==> src/rtl/mar_burst_if.sv <==
// Datapath/memory bundle for the burst-capable memory address register.
// The master drives the datapath inputs and the DUT (slave) drives the address side.
interface mar_burst_if #(
    parameter int ADDR_W = 32,
    parameter int LEN_W  = 5
);
    logic              LATCH_MAR;
    logic              MARMUX1;
    logic              MARMUX2;
    logic [ADDR_W-1:0] PC;
    logic [ADDR_W-1:0] ALU_bus;
    logic              BURST_START;
    logic [LEN_W-1:0]  BURST_LEN;
    logic [1:0]        MODE;
    logic              MEM_ACK;
    logic [ADDR_W-1:0] address;
    logic              MEM_REQ;
    logic [LEN_W-1:0]  BEAT;
    logic              BUSY;
    logic              DONE;
    logic [ADDR_W-1:0] WB_ADDR;

    modport master (
        output LATCH_MAR, MARMUX1, MARMUX2,
        output PC, ALU_bus,
        output BURST_START, BURST_LEN, MODE,
        output MEM_ACK,
        input  address, MEM_REQ, BEAT,
        input  BUSY, DONE, WB_ADDR
    );

    modport slave (
        input  LATCH_MAR, MARMUX1, MARMUX2,
        input  PC, ALU_bus,
        input  BURST_START, BURST_LEN, MODE,
        input  MEM_ACK,
        output address, MEM_REQ, BEAT,
        output BUSY, DONE, WB_ADDR
    );
endinterface

==> src/rtl/mar_burst.sv <==
// Memory address register with single loads and LDM/STM-style bursts.
// Modes IA/IB/DA/DB; beat 0 is always the lowest address.
module mar_burst #(
    parameter int ADDR_W = 32,
    parameter int LEN_W  = 5,
    parameter int STRIDE = 4
) (
    input logic      CLK,
    input logic      RESET_N,
    mar_burst_if.slave bus
);
    localparam int SH = $clog2(STRIDE);
    localparam logic [ADDR_W-1:0] STEP = ADDR_W'(STRIDE);

    typedef enum logic [1:0] {
        S_IDLE  = 2'd0,
        S_ISSUE = 2'd1,
        S_DONE  = 2'd2
    } state_t;

    state_t            state, state_n;
    logic [ADDR_W-1:0] addr, addr_n;
    logic [ADDR_W-1:0] wb, wb_n;
    logic [LEN_W-1:0]  beat, beat_n;
    logic [LEN_W-1:0]  len, len_n;
    logic [ADDR_W-1:0] span;
    logic [ADDR_W-1:0] first;

    assign span = ADDR_W'(bus.BURST_LEN) << SH;

    // MODE is {P,U}: U selects up/down, P pre- vs post-step
    always_comb begin
        first = bus.ALU_bus;
        unique case (bus.MODE)
            2'b00: first = bus.ALU_bus - span + STEP;
            2'b01: first = bus.ALU_bus;
            2'b10: first = bus.ALU_bus - span;
            2'b11: first = bus.ALU_bus + STEP;
            default: first = bus.ALU_bus;
        endcase
    end

    always_comb begin
        state_n = state;
        addr_n  = addr;
        wb_n    = wb;
        beat_n  = beat;
        len_n   = len;
        unique case (state)
            S_IDLE: begin
                if (bus.BURST_START) begin
                    len_n  = bus.BURST_LEN;
                    beat_n = '0;
                    wb_n   = bus.MODE[0] ? bus.ALU_bus + span
                                         : bus.ALU_bus - span;
                    if (bus.BURST_LEN != '0) begin
                        state_n = S_ISSUE;
                        addr_n  = first;
                    end else begin
                        state_n = S_DONE;
                    end
                end else if (bus.LATCH_MAR) begin
                    priority case (1'b1)
                        bus.MARMUX2: addr_n = bus.ALU_bus;
                        bus.MARMUX1: addr_n = bus.PC;
                        default:     addr_n = addr + STEP;
                    endcase
                end
            end
            S_ISSUE: begin
                if (bus.MEM_ACK) begin
                    addr_n = addr + STEP;
                    if (beat == len - LEN_W'(1)) begin
                        state_n = S_DONE;
                    end else begin
                        beat_n = beat + LEN_W'(1);
                    end
                end
            end
            S_DONE: state_n = S_IDLE;
            default: state_n = S_IDLE;
        endcase
    end

    always_ff @(posedge CLK or negedge RESET_N) begin
        if (!RESET_N) begin
            state <= S_IDLE;
            addr  <= '0;
            wb    <= '0;
            beat  <= '0;
            len   <= '0;
        end else begin
            state <= state_n;
            addr  <= addr_n;
            wb    <= wb_n;
            beat  <= beat_n;
            len   <= len_n;
        end
    end

    assign bus.address = addr;
    assign bus.WB_ADDR = wb;
    assign bus.BEAT    = beat;
    assign bus.MEM_REQ = (state == S_ISSUE);
    assign bus.BUSY    = (state != S_IDLE);
    assign bus.DONE    = (state == S_DONE);
endmodule

==> src/flat_wrapper.sv <==
// flat-port wrapper written by rule: the top's interface ports become plain ports
module mar_burst_flat 
#(
    parameter int ADDR_W = 32,
    parameter int LEN_W  = 5,
    parameter int STRIDE = 4
)
  (CLK, RESET_N, bus_LATCH_MAR, bus_MARMUX1, bus_MARMUX2, bus_PC, bus_ALU_bus, bus_BURST_START, bus_BURST_LEN, bus_MODE, bus_MEM_ACK, bus_address, bus_MEM_REQ, bus_BEAT, bus_BUSY, bus_DONE, bus_WB_ADDR);
  mar_burst_if #(.ADDR_W(ADDR_W), .LEN_W(LEN_W)) bus_i ();
  input logic CLK;
  input logic RESET_N;
  input wire logic [$bits(bus_i.LATCH_MAR)-1:0] bus_LATCH_MAR;
  input wire logic [$bits(bus_i.MARMUX1)-1:0] bus_MARMUX1;
  input wire logic [$bits(bus_i.MARMUX2)-1:0] bus_MARMUX2;
  input wire logic [$bits(bus_i.PC)-1:0] bus_PC;
  input wire logic [$bits(bus_i.ALU_bus)-1:0] bus_ALU_bus;
  input wire logic [$bits(bus_i.BURST_START)-1:0] bus_BURST_START;
  input wire logic [$bits(bus_i.BURST_LEN)-1:0] bus_BURST_LEN;
  input wire logic [$bits(bus_i.MODE)-1:0] bus_MODE;
  input wire logic [$bits(bus_i.MEM_ACK)-1:0] bus_MEM_ACK;
  output wire logic [$bits(bus_i.address)-1:0] bus_address;
  output wire logic [$bits(bus_i.MEM_REQ)-1:0] bus_MEM_REQ;
  output wire logic [$bits(bus_i.BEAT)-1:0] bus_BEAT;
  output wire logic [$bits(bus_i.BUSY)-1:0] bus_BUSY;
  output wire logic [$bits(bus_i.DONE)-1:0] bus_DONE;
  output wire logic [$bits(bus_i.WB_ADDR)-1:0] bus_WB_ADDR;
  assign bus_i.LATCH_MAR = bus_LATCH_MAR;
  assign bus_i.MARMUX1 = bus_MARMUX1;
  assign bus_i.MARMUX2 = bus_MARMUX2;
  assign bus_i.PC = bus_PC;
  assign bus_i.ALU_bus = bus_ALU_bus;
  assign bus_i.BURST_START = bus_BURST_START;
  assign bus_i.BURST_LEN = bus_BURST_LEN;
  assign bus_i.MODE = bus_MODE;
  assign bus_i.MEM_ACK = bus_MEM_ACK;
  assign bus_address = bus_i.address;
  assign bus_MEM_REQ = bus_i.MEM_REQ;
  assign bus_BEAT = bus_i.BEAT;
  assign bus_BUSY = bus_i.BUSY;
  assign bus_DONE = bus_i.DONE;
  assign bus_WB_ADDR = bus_i.WB_ADDR;
  mar_burst #(.ADDR_W(ADDR_W), .LEN_W(LEN_W), .STRIDE(STRIDE)) u_core (.CLK(CLK), .RESET_N(RESET_N), .bus(bus_i));
endmodule
==> config.mk <==
export PLATFORM = sky130hd
export DESIGN_NAME = mar_burst_flat
export DESIGN_NICKNAME = d
export VERILOG_FILES = /design/src/rtl/mar_burst_if.sv /design/src/rtl/mar_burst.sv /design/src/flat_wrapper.sv
export SDC_FILE = /design/constraint.sdc
export NUM_CORES = 1
export LEC_CHECK = 0
export CORE_MARGIN = 2
export CORE_UTILIZATION = 32
export DETAILED_ROUTE_END_ITERATION = 6
export HOLD_SLACK_MARGIN = 0.08
export SKIP_LAST_GASP = 1
export SYNTH_ARGS = -nofsm -noshare
export SYNTH_HDL_FRONTEND = slang
export SYNTH_SLANG_ARGS = --single-unit
==> constraint.sdc <==
create_clock -name CLK -period 3 [get_ports CLK]
set_input_delay 0.6 -clock CLK [delete_from_list [all_inputs] [get_ports CLK]]
set_output_delay 0.6 -clock CLK [all_outputs]
set_load 0.005 [all_outputs]
# Word-level counts from Yosys, hierarchy flattened
# Index checks and enable logic that the tools add are counted.
[word_totals]
regBits = 76
elab_cells = 51
output_inout_bits = 72
[op_classes]
add_sub_neg = 7
reduce_logical = 9
n_eq_ne = 12
n_mux = 18
[ops]
columns = ["cell", "count"]
rows = [
  ["2-to-1 mux 32 bit", 7],
  ["case mux 32 bit (4 select lines)", 1],
  ["adder 32 x 3 -> 32 bit (second input constant)", 3],
  ["case mux 32 bit (2 select lines)", 1],
  ["adder 32 x 7 -> 32 bit", 1],
  ["subtractor 32 x 7 -> 32 bit", 1],
  ["2-to-1 mux 5 bit", 3],
  ["case mux 5 bit (2 select lines)", 1],
  ["2-to-1 mux 2 bit", 4],
  ["AND reduction 4 bit", 2],
  ["equality test 2 bit (second input constant)", 3],
  ["!= test 2 bit (second input constant)", 3],
  ["adder 5 x 1 -> 5 bit (second input constant)", 1],
  ["equality test 5 bit", 1],
  ["nonzero test 5 bit", 1],
  ["subtractor 5 x 1 -> 5 bit (second input constant)", 1],
  ["equality test 2 x 1 -> 1 bit (second input constant)", 2],
  ["logical NOT 2 bit", 2],
  ["case mux 2 bit (2 select lines)", 1],
  ["nonzero test 2 bit", 2],
  ["!= test 3 x 2 -> 1 bit (second input constant)", 1],
  ["!= test 3 bit (second input constant)", 1],
  ["AND reduction 3 bit", 1],
  ["!= test 2 x 1 -> 1 bit (second input constant)", 1],
  ["AND reduction 2 bit", 1],
]

# Longest topological paths before layout
# Gate-level depths: netlist (run 1).
[logic_depth]
ltp_word = 6
depth_mapped = 14
depth_no_buf = 12

# Worst setup path before layout (run 1)
# Ideal clock, no wire load.
[synth_timing]
path_kind = "input -> register"
startpoint = "input bus_MODE[0]"
endpoint = "register u_core.addr[28] (netlist: u_core.bus.address[28])"
arrival_time_ns = 3.809
t_required_ns = 2.876
path_slack_ns = -0.932
cell_stages = 13
path_cell_list = "ha_1 -> buf_2 -> clkbuf_1 -> buf_1 -> mux2i_1 -> ha_1 -> nor2b_1 -> a21boi_1 -> nand4_1 -> or4_1 -> or4_1 -> a21oi_1 -> o21ai_1"
[synth_between]
elab_chain_len = 5
elab_cells_between_ends = 8
cone_classes = "3 x eq/ne; 4 x mux; 1 x reduce/logical"
[synth_lines]
columns = ["element", "line", "source"]
rows = [
  ["from (decl)", "flat_wrapper.sv:19", "input wire logic [$bits(bus_i.MODE)-1:0] bus_MODE;"],
  ["equality test 2 bit (tied with other cells)", "mar_burst.sv:34", "unique case (bus.MODE)"],
  ["case mux 32 bit (4 select lines) *", "mar_burst.sv:34", ""],
  ["2-to-1 mux 32 bit *", "mar_burst.sv:56", "if (bus.BURST_LEN != '0) begin"],
  ["2-to-1 mux 32 bit *", "mar_burst.sv:51", "if (bus.BURST_START) begin"],
  ["case mux 32 bit (2 select lines) *", "mar_burst.sv:49", "unique case (state)"],
  ["to (signal assigned)", "mar_burst.sv:94", "addr <= addr_n;"],
  ["to (decl)", "mar_burst.sv:22", "logic [ADDR_W-1:0] addr, addr_n;"],
]
# Every way passes the cells marked *; elsewhere a longest branch is shown, timed or not. The select of a mux whose other input is x is not followed.
# A chain may end at the register's enable or synchronous reset.

# Worst setup path in the final report (run 1)
[layout_timing]
startpoint = "input bus_ALU_bus[2]"
endpoint = "register u_core.addr[31] (netlist: u_core.bus.address[31])"
[layout_between]
elab_chain_len = 6
elab_cells_between_ends = 7
cone_classes = "3 x add/sub; 4 x mux"
[layout_lines]
columns = ["element", "line", "source"]
rows = [
  ["from (decl)", "flat_wrapper.sv:16", "input wire logic [$bits(bus_i.ALU_bus)-1:0] bus_ALU_bus;"],
  ["subtractor 32 x 7 -> 32 bit", "mar_burst.sv:35, mar_burst.sv:37", ""],
  ["adder 32 x 3 -> 32 bit", "mar_burst.sv:35", "2'b00: first = bus.ALU_bus - span + STEP;"],
  ["case mux 32 bit (4 select lines) *", "mar_burst.sv:34", ""],
  ["2-to-1 mux 32 bit *", "mar_burst.sv:56", ""],
  ["2-to-1 mux 32 bit *", "mar_burst.sv:51", ""],
  ["case mux 32 bit (2 select lines) *", "mar_burst.sv:49", ""],
]
# Marked as above.

==> metrics.yaml, run 1 <==
layout:
  layout-drive-gt1-share: 0.254
  num_antenna_cells: 0
  nets: 1614
  fillers: 2565
  multi_input_area_sq_mm: 0.00642
  ff_latch_area_sq_mm: 0.00190
  area.growth.synth_to_final_pct: 51.4
  fin_util: 0.491
  fin_cells: 1857
sta:
  finalCritPeriodShare: 1.16
  setup_viol: 17
  drv_slew: 0
  post-route-min-period_ns: 3.47
  setup_slack_ns: -0.469
  skew_ns: 0.0103
  hold_viol: 0
  rsz0062_at_grt: "yes"
  slew_headroom: 0.338
  tightest_slew_ns: 0.993
  timing.fmax_mhz: 288
place:
  dp_hpwl_um: 29000
  io_buffer_count: 149
  globalplace.congestion: 0.993
  dp.cells: 1819
critical_path:
  crit_fanout: 7
  worstSetupPathType: "in2reg"
  max_stage_delay_ns: 0.56
  arrival_ns: 3.70
  cp_top_family: "simple AND/OR/NAND/NOR gates"
  worstPathRequired_ns: 3.23
  cp-start-kind: "primary input"
  cp_cell_sequence: "buf_8 > inv_4 > ha_4 > fa_2 > and2b_2 > o221ai_4 > nand3_2 > a211o_1 > a32o_2 > or4_4 > or4_1 > a31oi_1 > o21ai_1"
  cp_slowest_cell: "or4_4"
  worst-path-buf-inv: 2
  end_kind: "flop"
synthesis:
  synth_edf_count: 0
  ys.flop_type: "dfrtp_1"
  syn_nets: 1286
  synth.most_common_cell: "nand2_1"
  synth-xor-area-share: 0.0997
  netlist_area_sq_mm: 0.00843
  synth_top_family_by_area: "compound AO/OA/AOI/OAI gates"
  ys_warn_count: 0
  synth-adder-area-share: 0.0300
  synthCells: 1189
  ys_seq_area_frac: 0.226
  synth.area.mux_share: 0.0203
  ys_ff_latch: 76
  synth_compound_area_frac: 0.286
  syn-mean-instance-area_sq_um: 7.09
  synth.top_cells.by_count: "nand2_1 (129), o21ai_0 (114), nor2_1 (113)"
  synth.top_cells.by_area: "dfrtp_1 (23%), o21ai_0 (6.8%), xnor2_1 (6.1%)"
  synthSimpleGateAreaFrac: 0.278
  yosys.area.top_type: "dfrtp_1"
  async_flop_share: 1.00
  synth_cell_type_count: 81
  synth_top_area_frac: 0.226
cts:
  htreeDepth: 3
  clkTransAtPathRegs_ns: 0.06
  cts_buffer_depth: 2
  cts_buffers: 9
  clkSinkCount: 76
  clk_latency_ns: 0.36
  root_buffer: "clkbuf_16"
  cts_tree: "built"
route:
  drtIter0Drc: 1289
  vias: 10800
  ant_nets: 0
  wl_per_cell_um: 20.0
  firstDrtPassIters: 7
  drc_errors: 6
  wl_um: 37200
  viasPerCell: 5.82
flow_run:
  drv_cap: 0
run_status:
  status: "finished, violations left"
  violations: "design-rule violations, negative setup slack"
grt:
  grt_pass1_vias: 10400
  grt_pass1_wl_um: 57600
  grt_max_degree: 77
  grtUsageTotal: 0.261
  antenna_found_initial: 0
  gr-total-overflow: 0
die:
  boundaryPins: 150
  die_area_sq_mm: 0.0277
  start_util: 0.324
  die_x_um: 166
  coreArea_sq_mm: 0.0260
  die_h_um: 166
  rows: 59
pwr:
  p_leak_nw: 5.20
  ir_drop_uv: 325
  p_per_area_mw_per_mm2: 588
worst_hold_path:
  hold_class: "in2async"
==> logic make-up after synthesis <==
kind of cell,Yosys count
AO/OA/AOI/OAI,382
XOR/XNOR,96
adder cells (fa/ha/maj),19
buffers and inverters,126
flip-flops,76
multiplexers,17
AND/OR/NAND/NOR,473
==> sequential cells by signal, indices dropped and copies added (netlist names) <==
register,flops
u_core.len,5
u_core.state,2
u_core.bus.WB_ADDR,32
u_core.bus.address,32
u_core.bus.BEAT,5
==> final cells by class <==
type,count,area share
clock buffer,10,0.0179
tap,335,0.0328
sequential,76,0.149
clock inverter,6,0.00686
timing repair buffer,417,0.282
inverter,26,0.00823
multi-input combinational,987,0.503
==> cell usage in the layout (no fill, tap or decap), types with 9 or more instances in the layout <==
cell type	count
buf_4	250
nand2_1	129
clkdlybuf4s50_1	126
o21ai_0	109
nor2_1	107
a21oi_1	89
dfrtp_1	76
xnor2_1	55
nand3_1	41
nor3_1	40
xor2_1	34
o22ai_1	24
and3_1	22
nand4_1	20
a31oi_1	19
inv_1	18
or3_1	17
mux2i_1	15
o211ai_1	15
nor4_1	13
a211oi_1	12
ha_1	11
a22oi_1	10
buf_6	10
o21ai_1	9
clkbuf_16	9
dlygate4sd2_1	9
buf_12	9
==> power by group <==
part           switching (mW)  internal, mW  total [mW]
Clock                   0.500         0.732        1.23
Sequential              0.575          1.51        2.09
Combinational            2.02          2.17        4.19
==> worst paths after layout <==
check                                                   from                                 end  slack (ns)  depth (start not counted)
setup reg to reg           u_core.bus.address[9]$_DFFE_PN0P_  u_core.bus.address[17]$_DFFE_PN0P_        0.21                          9
max in group asynchronous                            RESET_N   u_core.bus.address[7]$_DFFE_PN0P_        2.40                          2
min in group CLK           u_core.bus.WB_ADDR[7]$_DFFE_PN0P_   u_core.bus.WB_ADDR[7]$_DFFE_PN0P_        0.48                          2
hold / removal                                       RESET_N  u_core.bus.WB_ADDR[23]$_DFFE_PN0P_        0.26                          2
hold reg to reg            u_core.bus.WB_ADDR[7]$_DFFE_PN0P_   u_core.bus.WB_ADDR[7]$_DFFE_PN0P_        0.48                          2
setup / recovery                              bus_ALU_bus[2]  u_core.bus.address[31]$_DFFE_PN0P_       -0.47                         13
==> routing by layer <==
metal / vias up / share of wire / global-route usage
met3: 107 / 0.074 / 0.0381
met4: 0 / 0.047 / 0.111
met5: - / 0 / 0
li1: 4999 / - / -
met1: 5143 / 0.41 / 0.334
met2: 554 / 0.47 / 0.440
==> through the flow <==
stage | cell area [sq um] | hold slack, ns | TNS [ns] | power (mW) | worst slack [ns]
2_1_floorplan | 8570 | 0.304 | -5.03 | 4.03 | -0.657
3_3_place_gp | 12000 | 0.459 | -34.71 | 6.12 | -1.28
3_5_place_dp | 12000 | 0.470 | -35.77 | 6.17 | -1.32
4_1_cts | 12700 | 0.280 | -4.25 | 7.48 | -0.423
5_1_grt | 12800 | 0.299 | -6.48 | 8.03 | -0.528
6_report | 12800 | 0.265 | -4.72 | 7.51 | -0.469
==> repair_timing <==
| item | in CTS | in global routing |
|---|---|---|
| pin swaps | 47 | 18 |
| hold buffers | 0 | 0 |
| gates resized for setup | 109 | 21 |
| buffers inserted | 20 | 4 |
| endpoints found under the setup margin | 38 | 24 |
(Power assumes the default switching activity.)
==> run 2: changes to the inputs <==
--- a/config.mk
+++ b/config.mk
@@ -8,8 +8,9 @@
 export CORE_MARGIN = 2
 export CORE_UTILIZATION = 32
 export DETAILED_ROUTE_END_ITERATION = 6
-export HOLD_SLACK_MARGIN = 0.08
+export HOLD_SLACK_MARGIN = 0.05
 export SKIP_LAST_GASP = 1
+export SLEW_MARGIN = 20
 export SYNTH_ARGS = -nofsm -noshare
 export SYNTH_HDL_FRONTEND = slang
 export SYNTH_SLANG_ARGS = --single-unit
==> results of run 2 <==
Final layout, timing and power as in run 1 (identical DEF).
